`config.mk`:
```
export PLATFORM = sky130hd
export DESIGN_NAME = segdisp_arbiter_flat
export DESIGN_NICKNAME = d
export VERILOG_FILES = /design/src/rtl/segdisp_pkg.sv /design/src/rtl/segdisp_arbiter_if.sv /design/src/rtl/segdisp_arbiter_rr_pick.sv /design/src/rtl/segdisp_arbiter.sv /design/src/flat_wrapper.sv
export SDC_FILE = /design/constraint.sdc
export NUM_CORES = 1
export LEC_CHECK = 0
export BUFFER_PORTS_ARGS = -buffer_cell sky130_fd_sc_hd__buf_4
export CELL_PAD_IN_SITES_DETAIL_PLACEMENT = 1
export CELL_PAD_IN_SITES_GLOBAL_PLACEMENT = 1
export CORE_MARGIN = 2
export CORE_UTILIZATION = 35
export DETAILED_ROUTE_END_ITERATION = 8
export PLACE_DENSITY = 0.81
export SLEW_MARGIN = 20
export SYNTH_ARGS = -nofsm -noshare
export SYNTH_HDL_FRONTEND = slang
export SYNTH_HIERARCHICAL = 1
export SYNTH_SLANG_ARGS = --single-unit
```
`constraint.sdc`:
```
create_clock -name sys_clk -period 6.03 [get_ports sys_clk]
set_input_delay 0.9045 -clock sys_clk [delete_from_list [all_inputs] [get_ports sys_clk]]
set_output_delay 0.9045 -clock sys_clk [all_outputs]
set_load 0.05 [all_outputs]
```
`src/rtl/segdisp_pkg.sv`:
```
// Shared constants, state encoding and width helper for the seven-segment
// display arbiter.
package segdisp_pkg;

    localparam logic [31:0] BLANK_WORD = 32'hFFFF_FFFF;

    typedef enum logic {
        IDLE = 1'b0,
        SHOW = 1'b1
    } state_t;

    // Bits needed to index n sources, never less than one.
    function automatic int src_width(input int n);
        int w;
        w = 1;
        while ((1 << w) < n) begin
            w = w + 1;
        end
        return w;
    endfunction

endpackage

```
`src/rtl/segdisp_arbiter_if.sv`:
```
// Bundle between the display requesters (master) and the arbiter (slave).
interface segdisp_arbiter_if
    import segdisp_pkg::*;
#(
    parameter int NUM_SRC = 4,
    parameter int SRC_W   = src_width(NUM_SRC)
);

    logic [NUM_SRC-1:0]    src_req;
    logic [NUM_SRC*32-1:0] src_data;
    logic                  freeze;
    logic [31:0]           disp_data;
    logic                  disp_active;
    logic [SRC_W-1:0]      disp_src;
    logic [NUM_SRC-1:0]    src_grant;
    logic                  switch_pulse;

    modport master (
        output src_req, src_data, freeze,
        input  disp_data, disp_active, disp_src, src_grant, switch_pulse
    );

    modport slave (
        input  src_req, src_data, freeze,
        output disp_data, disp_active, disp_src, src_grant, switch_pulse
    );

endinterface

```
`src/rtl/segdisp_arbiter_rr_pick.sv`:
```
// Combinational round-robin picker: first requester strictly after last_ptr,
// wrapping around so that last_ptr itself is considered last.
module segdisp_arbiter_rr_pick
    import segdisp_pkg::*;
#(
    parameter int NUM_SRC = 4,
    parameter int SRC_W   = src_width(NUM_SRC)
) (
    input  logic [NUM_SRC-1:0] req,
    input  logic [SRC_W-1:0]   last_ptr,
    output logic               found,
    output logic [SRC_W-1:0]   idx
);

    logic [NUM_SRC-1:0] rotated;
    int                 offset;
    int                 slot;

    // rotated[k] is the request of the k-th candidate after last_ptr.
    always_comb begin
        rotated = '0;
        for (int k = 0; k < NUM_SRC; k++) begin
            rotated[k] = req[(int'(last_ptr) + 1 + k) % NUM_SRC];
        end
        found  = 1'b0;
        offset = 0;
        for (int k = NUM_SRC - 1; k >= 0; k--) begin
            if (rotated[k]) begin
                found  = 1'b1;
                offset = k;
            end
        end
        slot = int'(last_ptr) + 1 + offset;
        if (slot >= NUM_SRC) begin
            slot = slot - NUM_SRC;
        end
        idx = SRC_W'(slot);
    end

endmodule

```
`src/rtl/segdisp_arbiter.sv`:
```
// Round-robin sharing of the seven-segment scanner between several word
// sources, with a fixed dwell per grant and a freeze hold.
module segdisp_arbiter
    import segdisp_pkg::*;
#(
    parameter int          NUM_SRC      = 4,
    parameter int          DWELL_CYCLES = 50000000,
    parameter int          CNT_W        = 26,
    parameter logic [31:0] BLANK_WORD   = segdisp_pkg::BLANK_WORD
) (
    input logic             sys_clk,
    input logic             sys_rst,
    segdisp_arbiter_if.slave bus
);

    localparam int               SRC_W      = src_width(NUM_SRC);
    localparam logic [CNT_W-1:0] DWELL_LAST = CNT_W'(DWELL_CYCLES - 1);

    state_t             state_q, state_d;
    logic [31:0]        disp_data_q, disp_data_d;
    logic               disp_active_q, disp_active_d;
    logic [SRC_W-1:0]   disp_src_q, disp_src_d;
    logic [SRC_W-1:0]   last_ptr_q, last_ptr_d;
    logic [NUM_SRC-1:0] src_grant_q, src_grant_d;
    logic               switch_pulse_q, switch_pulse_d;
    logic [CNT_W-1:0]   dwell_q, dwell_d;

    logic               pick_found;
    logic [SRC_W-1:0]   pick_idx;
    logic               rearb;
    logic [31:0]        words [NUM_SRC];

    always_comb begin
        for (int i = 0; i < NUM_SRC; i++) begin
            words[i] = bus.src_data[32*i +: 32];
        end
    end

    segdisp_arbiter_rr_pick #(
        .NUM_SRC (NUM_SRC),
        .SRC_W   (SRC_W)
    ) u_rr_pick (
        .req      (bus.src_req),
        .last_ptr (last_ptr_q),
        .found    (pick_found),
        .idx      (pick_idx)
    );

    // Freeze only matters while showing; a frozen expiry is retried once freeze falls.
    always_comb begin
        state_d        = state_q;
        disp_data_d    = disp_data_q;
        disp_active_d  = disp_active_q;
        disp_src_d     = disp_src_q;
        last_ptr_d     = last_ptr_q;
        src_grant_d    = src_grant_q;
        dwell_d        = dwell_q;
        switch_pulse_d = 1'b0;
        rearb          = 1'b0;
        case (state_q)
            IDLE: begin
                if (pick_found) begin
                    state_d        = SHOW;
                    disp_active_d  = 1'b1;
                    disp_src_d     = pick_idx;
                    last_ptr_d     = pick_idx;
                    src_grant_d    = NUM_SRC'(1) << pick_idx;
                    disp_data_d    = words[pick_idx];
                    dwell_d        = '0;
                    switch_pulse_d = 1'b1;
                end
            end
            SHOW: begin
                if (!bus.freeze) begin
                    rearb = (dwell_q == DWELL_LAST) || !bus.src_req[disp_src_q];
                    if (!rearb) begin
                        dwell_d     = dwell_q + 1'b1;
                        disp_data_d = words[disp_src_q];
                    end else if (pick_found) begin
                        disp_src_d     = pick_idx;
                        last_ptr_d     = pick_idx;
                        src_grant_d    = NUM_SRC'(1) << pick_idx;
                        disp_data_d    = words[pick_idx];
                        dwell_d        = '0;
                        switch_pulse_d = (pick_idx != disp_src_q);
                    end else begin
                        state_d       = IDLE;
                        disp_data_d   = BLANK_WORD;
                        disp_active_d = 1'b0;
                        src_grant_d   = '0;
                        dwell_d       = '0;
                    end
                end
            end
            default: ;
        endcase
    end

    always_ff @(posedge sys_clk) begin
        if (sys_rst) begin
            state_q        <= IDLE;
            disp_data_q    <= BLANK_WORD;
            disp_active_q  <= 1'b0;
            disp_src_q     <= '0;
            last_ptr_q     <= SRC_W'(NUM_SRC - 1);
            src_grant_q    <= '0;
            switch_pulse_q <= 1'b0;
            dwell_q        <= '0;
        end else begin
            state_q        <= state_d;
            disp_data_q    <= disp_data_d;
            disp_active_q  <= disp_active_d;
            disp_src_q     <= disp_src_d;
            last_ptr_q     <= last_ptr_d;
            src_grant_q    <= src_grant_d;
            switch_pulse_q <= switch_pulse_d;
            dwell_q        <= dwell_d;
        end
    end

    assign bus.disp_data    = disp_data_q;
    assign bus.disp_active  = disp_active_q;
    assign bus.disp_src     = disp_src_q;
    assign bus.src_grant    = src_grant_q;
    assign bus.switch_pulse = switch_pulse_q;

endmodule

```
`src/flat_wrapper.sv`:
```
// flat-port wrapper written by rule: the top's interface ports become plain ports
module segdisp_arbiter_flat import segdisp_pkg::*;
#(
    parameter int          NUM_SRC      = 4,
    parameter int          DWELL_CYCLES = 50000000,
    parameter int          CNT_W        = 26,
    parameter logic [31:0] BLANK_WORD   = segdisp_pkg::BLANK_WORD
)
  (sys_clk, sys_rst, bus_src_req, bus_src_data, bus_freeze, bus_disp_data, bus_disp_active, bus_disp_src, bus_src_grant, bus_switch_pulse);
  segdisp_arbiter_if #(.NUM_SRC(NUM_SRC)) bus_i ();
  input logic sys_clk;
  input logic sys_rst;
  input wire logic [$bits(bus_i.src_req)-1:0] bus_src_req;
  input wire logic [$bits(bus_i.src_data)-1:0] bus_src_data;
  input wire logic [$bits(bus_i.freeze)-1:0] bus_freeze;
  output wire logic [$bits(bus_i.disp_data)-1:0] bus_disp_data;
  output wire logic [$bits(bus_i.disp_active)-1:0] bus_disp_active;
  output wire logic [$bits(bus_i.disp_src)-1:0] bus_disp_src;
  output wire logic [$bits(bus_i.src_grant)-1:0] bus_src_grant;
  output wire logic [$bits(bus_i.switch_pulse)-1:0] bus_switch_pulse;
  assign bus_i.src_req = bus_src_req;
  assign bus_i.src_data = bus_src_data;
  assign bus_i.freeze = bus_freeze;
  assign bus_disp_data = bus_i.disp_data;
  assign bus_disp_active = bus_i.disp_active;
  assign bus_disp_src = bus_i.disp_src;
  assign bus_src_grant = bus_i.src_grant;
  assign bus_switch_pulse = bus_i.switch_pulse;
  segdisp_arbiter #(.NUM_SRC(NUM_SRC), .DWELL_CYCLES(DWELL_CYCLES), .CNT_W(CNT_W), .BLANK_WORD(BLANK_WORD)) u_core (.sys_clk(sys_clk), .sys_rst(sys_rst), .bus(bus_i));
endmodule
```
==> summary.md <==
| Metric | Value |
|---|---|
| Ant diodes | `0` |
| Clock buffer depth | `2` |
| Num ports | `around 180` |
| Register area share after synthesis | `between 20% and 30%` |
| Vias in the first global route | `between 5000 and 6000` |
| PortBufs | `about 170` |
| Adder-cell area share of the yosys netlist | `0.4789%` |
| Pre-CTS WS | `roughly 1900 ps` |
| Via Count | `~5100` |
| Max VDD drop | `around 370 µV` |
| CP endpoint kind | `register` |
| Synth-to-layout area growth | `34.82%` |
| Remaining DRCs | `0` |
| Post-cts sizing count | `0` |
| Total Negative Setup Slacks | `0 ps` |
| Unrepaired setup endpoints after global routing | `false` |
| Post-layout min period | `3778 ps` |
| Chip width | `126.2 µm` |
| Starting density of the core | `about 36%` |
| Leak pwr | `~2.8 nW` |
| Routed wl met3 | `about 1000 µm` |
| Hold Crit Depth | `1` |
| Post-synth EDFFs | `0` |
| CP Cell Sequence | `buf_4, inv_1, a2bb2oi_1, o211ai_1, o21a_1, ha_2, buf_4, mux4_2, a221oi_1, o21ai_0` |
| GP Congestion | `about 0.8` |
| Clock latency on the worst-skew pair | `approximately 340 ps` |
| H-tree levels | `3` |
| Post-synth top area share | `27.59%` |
| Outcome | `finished, final reports clean` |
| Routed wire length | `around 18000 µm` |
| Die extent in y | `~130 µm` |
| Reg2reg start | `u_core/last_ptr_q[1]$_SDFFE_PP1P_` |
| CP max FO | `26` |
| CTS tree | `yes` |
| Initial DRC count | `roughly 220` |
| Total track usage | `22.84%` |
| Max_slew headroom | `roughly two fifths` |
| Post-synthesis mux area share | `a little over a third` |
| Async S/R FF share, synth | `0%` |
| Slew Limit Fails | `0` |
| Post-Syn Nets | `around 630` |
| Synth top area cells | `mux4_2 (28%), dfxtp_1 (26%), mux2i_1 (6.7%), a221oi_1 (5.4%), nand2b_1 (4.3%)` |
| Simple-gate share of the synthesized area | `approximately 15%` |
| Post-synthesis register bit count | `between 60 and 70` |
| M1 wire length | `just under 7000 µm` |
| Synth Instances | `494` |
| Crit path required time | `about 6200 ps` |
| DR WL/cell | `roughly 22 µm` |
| Number of synthesis warnings | `6` |
| Startpoint Class | `input pin` |
| Largest net degree at the start of global routing | `46` |
| Slack of the critical path | `between 2000 and 2500 ps` |
| Finished Core Util | `between 40% and 50%` |
| Nets@finish | `about 780` |
| Largest family of logic cells by synthesized area | `multiplexers` |
| Max layer used | `met4` |
| Clock transition at the registers of the reported paths | `roughly 50 ps` |
| Fraction of layout cells with a size suffix above 1 | `43.01%` |
| Grt total ovfl | `0` |
| Final period util | `between 60% and 70%` |
| Most used cell, CP | `buf_4` |
| Power Dens Cells | `around 560 nW/µm²` |
| Avg Synthesized Cell Area | `10.58 µm²` |
| Clock tree root driver cell | `clkbuf_16` |
| First-pass DRT Iterations | `4` |
| Unique masters post-synth | `57` |
| Final Skew | `8.921 ps` |
| CTS Hold Buffers Added | `0` |
| Min-Delay Path Class | `register to register` |
| CP Class | `input pin to register` |
| Setup bufs post-CTS | `0` |
| First-pass GRT wire length | `a little under 30000 µm` |
| Synth Flop Type | `dfxtp_1` |
| Worst slew pin tran | `between 900 and 1000 ps` |
| Slowest-stage cell, CP | `ha_2` |
| Post-synthesis xor/xnor area fraction | `~4.4%` |
| Worst hold start | `u_core/bus.src_grant[3]$_SDFFE_PP0P_` |
| Cell Rows | `44` |
| Setup violators final | `0` |
| Dominant cell type by area after synthesis | `mux4_2` |
| Mapped cell area | `between 5000 and 6000 µm²` |
| Vias/cell | `approximately 6.1` |
| Max Cap Viol | `0` |
| Die footprint | `15920 µm²` |
| # clock sinks | `69` |
| TritonCTS Buffers | `9` |
| WL met2 | `approximately 10000 µm` |
| Critical Path Max Stage Delay | `930 ps` |
| Worst r2r path cells | `9` |
| Worst path arrival time | `between 3000 and 4000 ps` |
| Initial antenna violation count | `0` |
| CP Launch Point | `bus_src_req[3]` |
| Post-synthesis compound-gate area fraction | `13.84%` |
| Antenna Nets Post-Route | `0` |
| Core Area | `around 15000 µm²` |
| DP Wirelength | `between 10000 and 15000 µm` |
| Hold Violations, Final | `0` |
| Fmax | `~260 MHz` |
## through the flow
step	instance area (µm²)	power, mW	hold slack [ps]	cells
detailed placement	6641	3.277	454.9	819
CTS	7038	3.999	471.2	835
global route	7044	4.194	490.7	835
finish	7044	3.979	470.9	835
floorplan	5225	2.657	466.4	494
global placement	6641	3.142	455.3	819
## layout by cell type (no fill, tap or decap), types with 2 or more instances in the layout
master,synthesis,routed
a21oi_1,5,5
or4_1,3,3
nor2_1,37,36
xnor2_1,17,16
o21ai_1,2,2
buf_4,1,183
mux2i_1,35,35
bufinv_16,0,5
a31oi_1,3,3
a32o_1,2,2
nand4_1,12,12
clkbuf_16,0,9
a221oi_1,32,32
xor2_1,9,9
o21ai_0,37,37
nor4_1,4,4
nor2b_1,4,3
o2bb2ai_1,3,3
nand2_1,13,13
nand2b_1,36,36
mux4_2,64,64
a211oi_2,2,2
nor3_1,7,7
dfxtp_2,0,2
and3_1,5,5
dfxtp_1,69,67
o21a_1,2,2
nand3_1,7,7
and4_1,4,4
inv_1,9,9
o211ai_1,2,2
## worst max-delay path, delay by kind of cell
kind	cells	cell delay [ps]
AOI/OAI and AO/OA	5	900
adders and majority gates	1	930
muxes	1	560
buffers and inverters	3	660
## cell usage after synthesis, types with 2 or more instances
cell type / number
a221oi_1: 32
mux4_2: 64
ha_1: 2
nand4_1: 12
a31oi_1: 3
o21ai_0: 37
o21ai_1: 2
inv_1: 9
and4_1: 4
a211oi_2: 2
a32o_1: 2
nor3_1: 7
buf_2: 12
nor4_1: 4
o2bb2ai_1: 3
nand3_1: 7
a21oi_1: 5
o21a_1: 2
mux2i_1: 35
o211ai_1: 2
or4_1: 3
buf_6: 4
clkbuf_1: 25
nand2b_1: 36
dfxtp_1: 69
nand2_1: 13
nor2_1: 37
and3_1: 5
xnor2_1: 17
nor2b_1: 4
xor2_1: 9
## sequential cells by signal (all words and copies together) (netlist names)
signal	cells
u_core/state_q	1
u_core/bus.disp_active	1
u_core/bus.disp_src	2
u_core/dwell_q	26
u_core/bus.switch_pulse	1
u_core/bus.disp_data	32
u_core/bus.src_grant	4
u_core/last_ptr_q	2
## path summary, 6_finish.rpt
| path | to | slack [ps] |
|---|---|---|
| hold / removal | u_core/bus.src_grant[3]$_SDFFE_PP0P_ | 470 |
| setup / recovery | u_core/bus.disp_data[3]$_SDFFE_PP1P_ | 2250 |
| hold reg to reg | u_core/bus.src_grant[3]$_SDFFE_PP0P_ | 470 |
| setup reg to reg | u_core/bus.disp_data[3]$_SDFFE_PP1P_ | 2520 |
## where the power goes
| part | switching (mW) | total, mW | internal (mW) |
|---|---|---|---|
| logic | 1.39 | 2.61 | 1.22 |
| registers | 0.0886 | 0.663 | 0.574 |
| clock network | 0.209 | 0.708 | 0.499 |
## logic make-up after synthesis
family | count (synthesis)
AOI/OAI and AO/OA | 101
xor gates and xnor gates | 26
adders and majority gates | 2
buffers and inverters | 52
DFF | 69
muxes | 101
and+or+nand+nor | 143
## per-layer routing
layer  vias to the layer above  track usage (%)
met2                       189            42.60
met4                         0            8.403
met3                        32            4.970
met5                         -                0
met1                      2574            25.34
li1                       2258                -
## area by class of cell
class	instances	area, µm²
sequential	69	1384
multi-input combinational	373	3622
clock buffer	10	239.0
clock inverter	6	157.7
timing repair buffer	183	1374
inverter	10	37.54
fill	1590	7490
tap	184	230.2
Note: power is estimated with default switching activity, not from simulation.
